--- src/rtl/cdc_gray_src_mchan.sv ---
// rtl/cdc_gray_src_mchan.sv - multi-channel source half of a gray-pointer async FIFO bank
//
// Ports:
//   src_clk_i     source clock
//   src_rst_i     synchronous active-high reset
//   src_valid_i   per-channel write request
//   src_ready_o   per-channel not-full (forced low during reset)
//   src_data_i    per-channel payload, channel c at [c*DATA_WIDTH +: DATA_WIDTH]
//   async_data_o  per-channel storage, slot d of channel c at [(c*DEPTH+d)*DATA_WIDTH +: DATA_WIDTH]
//   async_wptr_o  per-channel registered gray write pointer
//   async_rptr_i  per-channel gray read pointer from the destination domain
//   fill_o        per-channel occupancy 0..DEPTH
//   afull_o       per-channel fill_o >= AFULL_THRESH
module cdc_gray_src_mchan #(
    parameter int NUM_CHAN     = 4,
    parameter int DATA_WIDTH   = 32,
    parameter int LOG_DEPTH    = 2,
    parameter int SYNC_STAGES  = 2,
    parameter int AFULL_THRESH = 2**LOG_DEPTH-1,
    localparam int PW          = LOG_DEPTH+1,
    localparam int DEPTH       = 2**LOG_DEPTH
) (
    input  logic                                  src_clk_i,
    input  logic                                  src_rst_i,
    input  logic [NUM_CHAN-1:0]                   src_valid_i,
    output logic [NUM_CHAN-1:0]                   src_ready_o,
    input  logic [NUM_CHAN*DATA_WIDTH-1:0]        src_data_i,
    output logic [NUM_CHAN*DEPTH*DATA_WIDTH-1:0]  async_data_o,
    output logic [NUM_CHAN*PW-1:0]                async_wptr_o,
    input  logic [NUM_CHAN*PW-1:0]                async_rptr_i,
    output logic [NUM_CHAN*PW-1:0]                fill_o,
    output logic [NUM_CHAN-1:0]                   afull_o
);

    // Full when the write pointer is exactly one lap ahead: top two gray bits
    // inverted, the rest equal. Expressed as an XOR mask so LOG_DEPTH=1 works.
    localparam logic [PW-1:0] FULL_MASK = PW'(3) << (PW-2);
    localparam logic [PW-1:0] AFULL_LVL = PW'(AFULL_THRESH);

    if (AFULL_THRESH < 1 || AFULL_THRESH > DEPTH) begin : g_bad_thresh
        $error("cdc_gray_src_mchan: AFULL_THRESH must be in 1..2**LOG_DEPTH");
    end
    if (SYNC_STAGES < 2) begin : g_bad_sync
        $error("cdc_gray_src_mchan: SYNC_STAGES must be at least 2");
    end

    function automatic logic [PW-1:0] gray2bin(input logic [PW-1:0] g);
        logic [PW-1:0] b;
        b[PW-1] = g[PW-1];
        for (int i = PW-2; i >= 0; i--) begin
            b[i] = b[i+1] ^ g[i];
        end
        return b;
    endfunction

    for (genvar c = 0; c < NUM_CHAN; c++) begin : g_chan
        logic [PW-1:0]         wb;
        logic [PW-1:0]         wb_nxt;
        logic [PW-1:0]         wg;
        logic [PW-1:0]         sync_q [SYNC_STAGES];
        logic [PW-1:0]         rs;
        logic [PW-1:0]         rb;
        logic [PW-1:0]         fill;
        logic                  full;
        logic                  wr;
        logic [DATA_WIDTH-1:0] mem [DEPTH];

        assign rs     = sync_q[SYNC_STAGES-1];
        assign rb     = gray2bin(rs);
        assign fill   = wb - rb;
        assign full   = (wg == (rs ^ FULL_MASK));
        assign wb_nxt = wb + PW'(1);

        // Ready comes only from registers and reset, never from valid.
        assign src_ready_o[c] = ~full & ~src_rst_i;
        assign wr             = src_valid_i[c] & src_ready_o[c];

        assign async_wptr_o[c*PW +: PW] = wg;
        assign fill_o[c*PW +: PW]       = fill;
        assign afull_o[c]               = (fill >= AFULL_LVL);

        for (genvar d = 0; d < DEPTH; d++) begin : g_slot
            assign async_data_o[(c*DEPTH+d)*DATA_WIDTH +: DATA_WIDTH] = mem[d];
        end

        always_ff @(posedge src_clk_i) begin
            if (src_rst_i) begin
                wb <= '0;
                wg <= '0;
                for (int s = 0; s < SYNC_STAGES; s++) begin
                    sync_q[s] <= '0;
                end
                for (int d = 0; d < DEPTH; d++) begin
                    mem[d] <= '0;
                end
            end else begin
                sync_q[0] <= async_rptr_i[c*PW +: PW];
                for (int s = 1; s < SYNC_STAGES; s++) begin
                    sync_q[s] <= sync_q[s-1];
                end
                if (wr) begin
                    mem[wb[LOG_DEPTH-1:0]] <= src_data_i[c*DATA_WIDTH +: DATA_WIDTH];
                    wb <= wb_nxt;
                    // Gray copy is registered alongside the binary pointer so the
                    // destination never sees a multi-bit transition.
                    wg <= wb_nxt ^ (wb_nxt >> 1);
                end
            end
        end
    end

endmodule

--- config.mk ---
export PLATFORM = sky130hd
export DESIGN_NAME = cdc_gray_src_mchan
export DESIGN_NICKNAME = d
export VERILOG_FILES = /design/src/rtl/cdc_gray_src_mchan.sv
export SDC_FILE = /design/constraint.sdc
export NUM_CORES = 1
export LEC_CHECK = 0
export ABC_AREA = 1
export BUFFER_PORTS_ARGS = -buffer_cell sky130_fd_sc_hd__buf_4
export CORE_AREA = 2 2 265 267
export CTS_CLUSTER_SIZE = 20
export DETAILED_ROUTE_END_ITERATION = 6
export DIE_AREA = 0 0 267 269
export GPL_ROUTABILITY_DRIVEN = 0
export PLACE_DENSITY = 0.64
export SYNTH_ARGS = -nofsm -noshare
export SYNTH_HDL_FRONTEND = slang
export SYNTH_SLANG_ARGS = --single-unit
export TNS_END_PERCENT = 5
--- constraint.sdc ---
create_clock -name src_clk_i -period 7.4 [get_ports src_clk_i]
set_clock_uncertainty 0.2 [all_clocks]
set_input_delay 0 -clock src_clk_i [delete_from_list [all_inputs] [get_ports src_clk_i]]
set_output_delay 0 -clock src_clk_i [all_outputs]
set_load 0.01 [all_outputs]
Yosys cells after proc, flatten, opt, wreduce, memory -nomap -nowiden --
Memory sizes are Yosys's and may differ from the RTL's. Index checks and enable logic that the tools add are counted.
Storage, ports and cells: input bits 146, memories 8, register bits 24, RAM bits 536
Memory list:
- g_chan[0].mem | words 4, width 32, read ports 4, clocked after memory_dff 0, write ports 4, line 66 | logic [DATA_WIDTH-1:0] mem [DEPTH];
- g_chan[1].mem | words 4, width 32, read ports 4, clocked after memory_dff 0, write ports 4, line 66
- g_chan[2].mem | words 4, width 32, read ports 4, clocked after memory_dff 0, write ports 4, line 66
- g_chan[3].mem | words 4, width 32, read ports 4, clocked after memory_dff 0, write ports 4, line 66
- g_chan[0].sync_q | words 2, width 3, read ports 2, clocked after memory_dff 0, write ports 2, line 60 | logic [PW-1:0] sync_q [SYNC_STAGES];
- g_chan[1].sync_q | words 2, width 3, read ports 2, clocked after memory_dff 0, write ports 2, line 60
- 2 more memories
Operators by class: muxes and demuxes 35, reduce and logical (&&, ||, !) cells 4, magnitude comparators 4, bitwise gates (word level) 37, $add $sub $neg 8, eq/ne operators 4
Operators by type and width (count):
- $mux W32 | 4
- $reduce_or A32 Y1 | 4
- $mux W3 | 8
- $mux W1 | 19
- $add A3 B1 Y3 const B | 4
- $eq A3 B3 Y1 | 4
- $ge A3 B2 Y1 const B | 4
- $sub A3 B3 Y3 | 4
- $xor A3 B2 Y3 | 4
- $and A1 B1 Y1 | 8
- $mux W2 | 4
- $not A2 Y2 | 4
- $or A1 B1 Y1 | 8
- $xor A1 B1 Y1 | 8
- $not A1 Y1 | 5

Longest topological paths before layout --
Gate-level depths: netlist of the first run.
word-level depth 10, mapped depth 9

Worst setup path after synthesis of the first run --
OpenSTA, ideal clock, no wires.
path type register -> register, from register, netlist name g_chan[3].wb[2], to memory g_chan[3].mem[0][0] (enable), period minus slack after synthesis 3.920 ns, stages on the path, launching flop included 8, setup time 0.466 ns, slack 3.480 ns, arrival time 3.255 ns, buffers on the path 1, cells stage by stage dfxtp_1 -> inv_2 -> nand2_1 -> nand2_1 -> nand3_2 -> nand4_2 -> buf_6 -> o21ai_0
RTL lines (line):
- end: declaration | 66

Worst setup path after layout of the first run --
from register g_chan[0].wb[0], to output port afull_o[0]
Between the ends: word-level cells in the longest chain between the ends 2
RTL lines:
- start: declaration | line 57 | logic [PW-1:0] wb;
- start signal: assignment | line 103 | wb <= wb_nxt;
- $sub A3 B3 Y3 | line 70 | assign fill = wb - rb;
- $ge A3 B2 Y1 | line 80 | assign afull_o[c] = (fill >= AFULL_LVL);
- end: declaration | line 32 | output logic [NUM_CHAN-1:0] afull_o
Every way passes these cells.

==> flow_summary.json, run 1 <==
{
  "stdcell_count": 3446,
  "drtIter0Drc": 1449,
  "required_ps": 7200,
  "synthFlopType": "edfxtp_1",
  "antenna_left": 0,
  "layout-drive-gt1-share_pct": 37.01,
  "numCtsBuffers": 59,
  "cts_root_buf": "clkbuf_16",
  "cts.sinks": 556,
  "avgRoutedWirePerCell_um": 19.45,
  "track_usage_pct": 17.71,
  "drc": 0,
  "finalPower_mw": 7.943,
  "tns_ps": 0,
  "nNetsFinal": 2613,
  "synth_mux_area_share_pct": 0,
  "cp-start-kind": "flop",
  "hold_path_class": "input pin to flop",
  "fmax_ghz": 0.2880,
  "hold_depth": 4,
  "cp-end-kind": "output port",
  "criticalPathCategory": "flop to output port",
  "multi_input_area_um2": 4064,
  "layout_commonest_cell": "buf_4",
  "period_needed_ps": 3472,
  "crit_slowest_cell": "buf_4",
  "relSlewSlack_pct": 19.07,
  "synth_xor_area_share_pct": 0.8533,
  "cpPeakStageDelay_ps": 510,
  "synth_top_family_by_area": "simple AND/OR/NAND/NOR gates",
  "synth_nets": 1732,
  "clk_pin_slew_ps": 60,
  "rsz0062_at_grt": "no",
  "die_w_um": 267,
  "avgSynthCellArea_um2": 13.69,
  "synthAdderAreaFrac_pct": 0.8359,
  "clock_path_buffers": 3,
  "cts_tree": "done",
  "tightest_slew_ps": 1209,
  "synthCells": 1574,
  "yosys_warnings": 0,
  "rows": 97,
  "leakage_nw": 13.56,
  "io_pins": 690,
  "synth_area_um2": 21550,
  "grt_pass1_wl_mm": 97.09,
  "worst-path-max-fanout": 37,
  "worstPathCellList": "buf_4, clkinv_1, buf_4, ha_1, fa_1, xnor2_1, o21ai_0, buf_4",
  "firstDrtPassIters": 5,
  "maxCapViolations": 0,
  "min_period_over_period_pct": 46.92,
  "grt_pass1_vias": 15573,
  "core-area_um2": 69300,
  "ys_ff_latch": 556,
  "finalSetupViolations": 0,
  "yosysSeqAreaShare_pct": 75.42,
  "grt_start_max_net_pins": 68,
  "area_growth_pct": 47.00,
  "grt_overflow": 0,
  "layout_common_cells": "buf_4 (715), edfxtp_1 (512), nor2_1 (254)",
  "routed_wl_mm": 67.02,
  "start_util_pct": 31.10,
  "r2r_cells": 7,
  "grt_antenna_before_repair": 1,
  "die_h_um": 269,
  "dp_hpwl_mm": 46.44,
  "seqCellArea_um2": 16260,
  "fin_hold_ws_ps": 103.3,
  "viasPerCell": 4.543,
  "post-cts-setup-buffers": 0,
  "synthArstFlopShare_pct": 0,
  "synth_cell_types": 31,
  "drv_slew": 0,
  "ir_worst_vdd_v": 0.0001808,
  "cellPowerDensity_nw_per_um2": 250.7,
  "port_buffers": 689,
  "cpMostUsedCell": "buf_4",
  "die-area_um2": 71820,
  "h-tree-depth": 2,
  "hold_viol": 0,
  "dp.cells": 3134,
  "nFillCells": 6162,
  "clk-insertion-delay-late_ps": 600,
  "synth_edf_count": 512,
  "outcome": "completed",
  "num_vias": 15654,
  "synth_compound_area_share_pct": 0.7662,
  "critPathArrivalTime_ps": 3270,
  "synth-simple-area-share_pct": 15.82
}
-- timing repair --
item,in CTS,in global routing
gates resized for setup,0,0
hold endpoints to repair,586,0
hold buffers,200,0
-- synthesized netlist by cell type, types with 8 or more instances --
library cell	number	share of area, %
edfxtp_1	512	71
nor2_1	258	4.5
inv_1	198	3.4
nor3_1	198	4.6
nor3_2	90	4.2
nand2_1	69	1.2
dfxtp_1	44	4.1
buf_2	33	0.77
clkbuf_1	29	0.51
o21ai_0	24	0.56
buf_6	19	0.99
nand3_1	12	0.28
xnor2_1	11	0.45
xor2_1	10	0.41
buf_4	9	0.31
ha_1	8	0.46
-- worst paths after layout --
path / startpoint / end / slack (ps)
worst max-delay path: g_chan[0].wb[0]$_SDFFE_PP0P_ / afull_o[0] / 3930
worst min-delay path: src_data_i[43] / g_chan[1].mem[0][11]$_SDFFCE_PN0P_ / 100
worst max register to register: g_chan[2].wb[2]$_SDFFE_PP0P_ / g_chan[2].mem[3][6]$_DFFE_PP_ / 4180
worst min register to register: g_chan[2].sync_q[0][1]$_SDFF_PP0_ / g_chan[2].sync_q[0][4]$_SDFF_PP0_ / 210
-- metrics by stage --
stage,instance area [um^2],setup WS [ps],utilization [%]
global placement,27650,3844,39.90
CTS,31680,3871,45.72
finish,31690,3928,45.72
detailed placement,27650,3799,39.90
global route,31680,3678,45.72
floorplan,21550,3480,-
-- sequential cells by signal, summed over array words and instances (netlist names) --
register / cells
g_chan.mem: 512
g_chan.sync_q: 24
g_chan.wb: 12
g_chan.wg: 8
-- cell families after synthesis --
family,count (synthesis)
AND/OR/NAND/NOR,648
flip-flops,556
buffers and inverters,304
AO/OA/AOI/OAI,33
XOR/XNOR,21
adder cells (fa/ha/maj),12
-- report_power, final --
| group | internal [mW] | leakage (nW) | switching [mW] |
|---|---|---|---|
| Clock | 1.87 | 0.977 | 1.23 |
| Combinational | 0.461 | 6.94 | 0.637 |
| Sequential | 3.67 | 5.64 | 0.0780 |
-- worst max-delay path: cells and delay by family (launching register included) --
kind,cells,cell delay (ps)
compound gates,1,150
xor+xnor,1,310
fa+ha+maj,2,660
flops,1,310
buf+inv,4,1230
-- cell type report --
class | count | area share (%)
Sequential cell | 556 | 51.31
Timing Repair Buffer | 915 | 23.26
Multi-Input combinational cell | 714 | 12.83
Clock buffer | 72 | 4.881
Tap cell | 940 | 3.712
Inverter | 209 | 2.480
Clock inverter | 39 | 1.520
Antenna cell | 1 | 0.007898
-- routing by layer --
metal	track usage [%]	wire length (um)	vias to the layer above
met5	0	11	-
met4	7.091	2651	2
met3	5.306	5826	156
met2	30.39	33530	738
met1	20.80	25000	7615
li1	-	-	7143
(Power assumes the default switching activity.)
==> run 2, diff against run 1 <==
clock period = 3.6 ns   (was 7.4 ns; I/O delays follow)
==> run 2 against run 1 <==
Compared with the run above: register-to-register slack worse by 3200 ps; critical path type unchanged; final area is 0.39% lower; critical endpoint is now afull_o[1]; clock power increased by 100%; routed wire length is 0.38% lower; largest power group unchanged; global-route usage is essentially flat; largest cell class unchanged.
==> flow_summary.json, run 2 (synthesis gave the netlist of run 1 again) <==
{
  "outcome": "completed",
  "period_needed_ps": 3112,
  "regMostFlops": "g_chan.mem",
  "wl_met1_mm": 26.07,
  "track_usage_pct": 17.70,
  "top_regs": "g_chan.mem: 512 flops, g_chan.sync_q: 24 flops, g_chan.wb: 12 flops",
  "r2r_slack_ps": 970,
  "port_buffers": 689,
  "die_w_um": 267,
  "dp_hpwl_mm": 46.76,
  "grt_overflow": 0,
  "grt_pass1_wl_mm": 96.61,
  "largest_reg_flops": 512,
  "power_frac_comb_pct": 13.9,
  "io_pins": 690,
  "ir_worst_vdd_v": 0.0005893,
  "finalPower_mw": 16.23,
  "post-cts-setup-buffers": 0,
  "power.internal_mw": 12.21,
  "hold_path_class": "input pin to flop",
  "start_util_pct": 31.10,
  "h-tree-depth": 2,
  "clock_path_buffers": 3,
  "postCtsResizedCells": 0,
  "seqPwrFrac_pct": 47.5,
  "worst-path-max-fanout": 3,
  "route.met3.wl_mm": 4.909,
  "nNetsFinal": 2605,
  "tightest_slew_ps": 920.7,
  "die_h_um": 269,
  "required_ps": 3400,
  "dr.max_layer_used": "met4",
  "area_growth_pct": 46.43,
  "firstDrtPassIters": 5,
  "final_area_um2": 31560,
  "cts_hold_buf": 179,
  "met2_length_mm": 33.13,
  "maxCapViolations": 0,
  "critPathArrivalTime_ps": 2910,
  "min_period_over_period_pct": 86.44,
  "layout_common_cells": "buf_4 (728), edfxtp_1 (512), nor2_1 (254)",
  "regToRegEndpoint": "g_chan[3].mem[0][10]$_SDFFCE_PN0P_",
  "grt_pass1_vias": 15612,
  "switching_share_pct": 24.76,
  "drtIter0Drc": 1384,
  "p_switching_mw": 4.019,
  "finalSetupViolations": 0,
  "rows": 97,
  "cp-start-kind": "flop",
  "antenna_left": 0,
  "cts.sinks": 556,
  "grt_start_max_net_pins": 65,
  "fmax_ghz": 0.3214,
  "layout-drive-gt1-share_pct": 38.20,
  "p_clk_share_pct": 38.7,
  "r2r_cells": 7,
  "core-area_um2": 69300,
  "r2r-start": "g_chan[3].wb[2]$_SDFFE_PP0P_",
  "cts_root_buf": "clkbuf_16",
  "cp-end-kind": "output port",
  "hold_viol": 0,
  "rsz0062_at_grt": "no",
  "cts_tree": "done",
  "relSlewSlack_pct": 38.62,
  "num_vias": 15530,
  "layout_commonest_cell": "buf_4",
  "viasPerCell": 4.520,
  "nFillCells": 6187,
  "leakage_nw": 13.47,
  "placed_area_um2": 27750,
  "clk_pin_slew_ps": 60,
  "avgRoutedWirePerCell_um": 19.43,
  "die-area_um2": 71820,
  "holdPathEnd": "g_chan[1].mem[0][28]$_SDFFCE_PN0P_",
  "min-delay-start": "src_data_i[60]",
  "routed_wl_mm": 66.77,
  "numCtsBuffers": 59,
  "drv_slew": 0,
  "hold_depth": 4,
  "criticalPathCategory": "flop to output port",
  "cellPowerDensity_nw_per_um2": 514.3,
  "drc": 0,
  "grt_antenna_before_repair": 0,
  "clk-insertion-delay-late_ps": 590
}
[run 2: worst max-delay path, stage by stage (launching register included)]
cell and delay, ps:
dfxtp_1 380, xor2_1 290, xor2_1 180, inv_1 50
ha_1 190, fa_1 470, o21ai_0 520, buf_4 230
[run 2: cell type report]
class / count / area (um^2) / share of cell area [%]
Tap cell: 940 / 1176 / 3.726
Clock inverter: 46 / 483.0 / 1.530
Sequential cell: 556 / 16260 / 51.52
Inverter: 209 / 785.8 / 2.490
Timing Repair Buffer: 907 / 7257 / 22.99
Clock buffer: 63 / 1534 / 4.860
Multi-Input combinational cell: 714 / 4064 / 12.88
Antenna cell: 1 / 2.502 / 0.007929
[run 2: power by group through the flow]
stage | combinational (mW) | clock [mW] | sequential, mW
6_report | 2.25 | 6.28 | 7.70
5_1_grt | 2.40 | 6.63 | 7.74
4_1_cts | 2.27 | 6.38 | 7.71
3_5_place_dp | 2.11 | 0 | 7.84
3_3_place_gp | 2.08 | 0 | 7.83
2_1_floorplan | 0.687 | 0 | 8.04
[run 2: per-stage QoR]
| stage | setup slack [ps] | setup TNS [ps] | utilization, % | hold WS, ps | cells |
|---|---|---|---|---|---|
| floorplan | -320.1 | -79930 | - | -93.03 | 1574 |
| global placement | 728.8 | 0 | 40.04 | 18.61 | 3147 |
| detailed placement | 645.0 | 0 | 40.04 | 16.97 | 3147 |
| CTS | 380.1 | 0 | 45.54 | 52.79 | 3435 |
| global route | 238.4 | 0 | 45.54 | 89.56 | 3435 |
| finish | 488.3 | 0 | 45.54 | 103.6 | 3436 |
[run 2: metal layers]
layer	track usage, %	vias up
li1	-	7142
met1	21.37	7590
met2	29.97	640
met3	4.703	158
met4	7.470	0
met5	0	-
[run 2: worst max path at each step]
stage / startpoint / to / slack (ps)
CTS: g_chan[1].sync_q[0][4]$_SDFF_PP0_ / afull_o[1] / 380
global route: g_chan[1].sync_q[0][4]$_SDFF_PP0_ / afull_o[1] / 240
floorplan: g_chan[3].wb[2]$_SDFFE_PP0P_ / g_chan[3].mem[0][0]$_SDFFCE_PN0P_ / -320
global placement: src_rst_i / g_chan[0].mem[1][2]$_SDFFCE_PN0P_ / 730
detailed placement: src_rst_i / g_chan[0].mem[0][31]$_SDFFCE_PN0P_ / 650
finish: g_chan[1].sync_q[0][4]$_SDFF_PP0_ / afull_o[1] / 490
==> run 3, diff against run 2 <==
CTS_BUF_LIST = sky130_fd_sc_hd__clkbuf_8   (was unset)
==> run 3 against run 2 <==
Compared with the run above: final cell count rose by 2.8%; combinational power rose by 2%; count of clock-buffer cells in the layout rose by 32; worst hold slack got worse by 42 ps; clock power fell by 19%; register-to-register slack barely moved; first-iteration DRC count fell by 14%; global-route usage rose by 0.41 points; power fell by 7.0%; final area rose by 0.20%; non-clock buffer count rose by 41; sequential power barely moved; critical endpoint is now afull_o[2]; highest routed layer unchanged.
==> flow_summary.json, run 3 (synthesis gave the netlist of run 1 again) <==
{
  "rsz0062_at_grt": "no",
  "hold_path_class": "input pin to flop",
  "dp.cells": 3147,
  "grt_pass1_wl_mm": 98.78,
  "r2r_cells": 7,
  "ir_worst_vdd_v": 0.0002994,
  "avgRoutedWirePerCell_um": 19.21,
  "stdcell_count": 3532,
  "cts_tree": "done",
  "leakage_nw": 13.65,
  "seqPwrFrac_pct": 51.1,
  "power.internal_mw": 11.06,
  "die-area_um2": 71820,
  "critPathArrivalTime_ps": 2880,
  "outcome": "completed",
  "grt_overflow": 0,
  "drc": 0,
  "die_h_um": 269,
  "required_ps": 3400,
  "postCtsResizedCells": 0,
  "layout-drive-gt1-share_pct": 37.36,
  "routed_wl_mm": 67.84,
  "grt_start_max_net_pins": 65,
  "cpPeakStageDelay_ps": 470,
  "rows": 97,
  "viasPerCell": 4.509,
  "firstDrtPassIters": 5,
  "clock_path_buffers": 3,
  "drtIter0Drc": 1196,
  "start_util_pct": 31.10,
  "fin_hold_ws_ps": 61.14,
  "largest_reg_flops": 512,
  "fmax_ghz": 0.3243,
  "drv_slew": 0,
  "track_usage_pct": 18.11,
  "criticalPathCategory": "flop to output port",
  "antenna_left": 0,
  "cp-start-kind": "flop",
  "cp-end-kind": "output port",
  "hold_viol": 0,
  "grt_antenna_before_repair": 0,
  "crit_path_end": "afull_o[2]",
  "num_vias": 15926,
  "worst-path-max-fanout": 14,
  "regMostFlops": "g_chan.mem",
  "switching_share_pct": 26.71,
  "period_needed_ps": 3084,
  "p_clk_share_pct": 33.8,
  "numCtsBuffers": 93,
  "r2r_slack_ps": 980,
  "regToRegEndpoint": "g_chan[3].mem[0][10]$_SDFFCE_PN0P_",
  "maxCapViolations": 0,
  "dp_hpwl_mm": 46.76,
  "cellPowerDensity_nw_per_um2": 477.3,
  "clk_pin_slew_ps": 60,
  "startpoint": "g_chan[2].wb[0]$_SDFFE_PP0P_",
  "worstPathCellList": "clkinv_1, ha_1, fa_1, xnor2_1, o21ai_0, buf_4",
  "port_buffers": 689,
  "layout_commonest_cell": "buf_4",
  "power_frac_comb_pct": 15.1,
  "die_w_um": 267,
  "core-area_um2": 69300,
  "finalWorstSetupSlack_ps": 516.1,
  "top_regs": "g_chan.mem: 512 flops, g_chan.sync_q: 24 flops, g_chan.wb: 12 flops",
  "area_growth_pct": 46.72,
  "nNetsFinal": 2680,
  "utilization_pct": 45.64,
  "relSlewSlack_pct": 39.86,
  "min_period_over_period_pct": 85.67,
  "clk-insertion-delay-late_ps": 650,
  "grt_pass1_vias": 16209,
  "h-tree-depth": 3,
  "tightest_slew_ps": 902.1,
  "dp_slack_ps": 645.0,
  "post-cts-setup-buffers": 0,
  "layout_common_cells": "buf_4 (728), edfxtp_1 (512), nor2_1 (254)",
  "io_pins": 690,
  "cts_hold_buf": 220,
  "p_switching_mw": 4.031,
  "crit_slowest_cell": "clkinv_1",
  "r2r-start": "g_chan[3].wb[2]$_SDFFE_PP0P_",
  "finalSetupViolations": 0,
  "cts.sinks": 556,
  "cts_root_buf": "clkbuf_8"
}
[run 3: metal layers]
metal / wire [um] / vias to the layer above / global-route usage [%]
met2: 33530 / 726 / 30.39
met1: 25980 / 7735 / 21.33
met5: 0 / - / 0
met4: 2769 / 0 / 8.078
li1: - / 7300 / -
met3: 5569 / 165 / 5.735
[run 3: final cells by class]
| class | instances | area (um^2) |
|---|---|---|
| multi-input cells | 714 | 4064 |
| repair buffers | 948 | 7667 |
| diodes | 1 | 2.502 |
| clock buffers | 95 | 1308 |
| fillers | 6230 | 37670 |
| well taps | 940 | 1176 |
| clock inverters | 69 | 362.8 |
| inverters | 209 | 785.8 |
| flip-flops and latches | 556 | 16260 |
[run 3: how the worst min path moves through the flow]
| stage | start | to | slack, ps | cells after the start |
|---|---|---|---|---|
| 3_5_place_dp | async_rptr_i[1] | g_chan[0].sync_q[0][1]$_SDFF_PP0_ | 20 | 3 |
| 5_1_grt | src_data_i[70] | g_chan[2].mem[3][6]$_DFFE_PP_ | 10 | 4 |
| 6_report | src_data_i[1] | g_chan[0].mem[3][1]$_DFFE_PP_ | 60 | 4 |
| 4_1_cts | src_data_i[11] | g_chan[0].mem[3][11]$_DFFE_PP_ | 0.3 | 4 |
| 2_1_floorplan | async_rptr_i[0] | g_chan[0].sync_q[0][0]$_SDFF_PP0_ | -90 | 2 |
| 3_3_place_gp | async_rptr_i[1] | g_chan[0].sync_q[0][1]$_SDFF_PP0_ | 20 | 3 |
[run 3: power groups by stage]
| stage | Clock (mW) | Combinational (mW) | Sequential (mW) |
|---|---|---|---|
| 6_report | 5.10 | 2.29 | 7.71 |
| 2_1_floorplan | 0 | 0.687 | 8.04 |
| 3_5_place_dp | 0 | 2.11 | 7.84 |
| 3_3_place_gp | 0 | 2.08 | 7.83 |
| 5_1_grt | 5.52 | 2.44 | 7.74 |
| 4_1_cts | 5.23 | 2.30 | 7.71 |
[run 3: stage by stage]
step	power, mW	TNS, ps	instance area (um^2)
3_3_place_gp	9.905	0	27750
6_report	15.09	0	31630
5_1_grt	15.70	0	31620
4_1_cts	15.24	0	31620
3_5_place_dp	9.944	0	27750
2_1_floorplan	8.730	-79930	21550
[run 3: critical path: cells and delay by family, from the launching register on]
kind	cells	cell delay, ps
AOI/OAI and AO/OA	1	140
xor gates and xnor gates	1	280
DFF	1	330
adders and majority gates	2	830
buffers and inverters	2	630
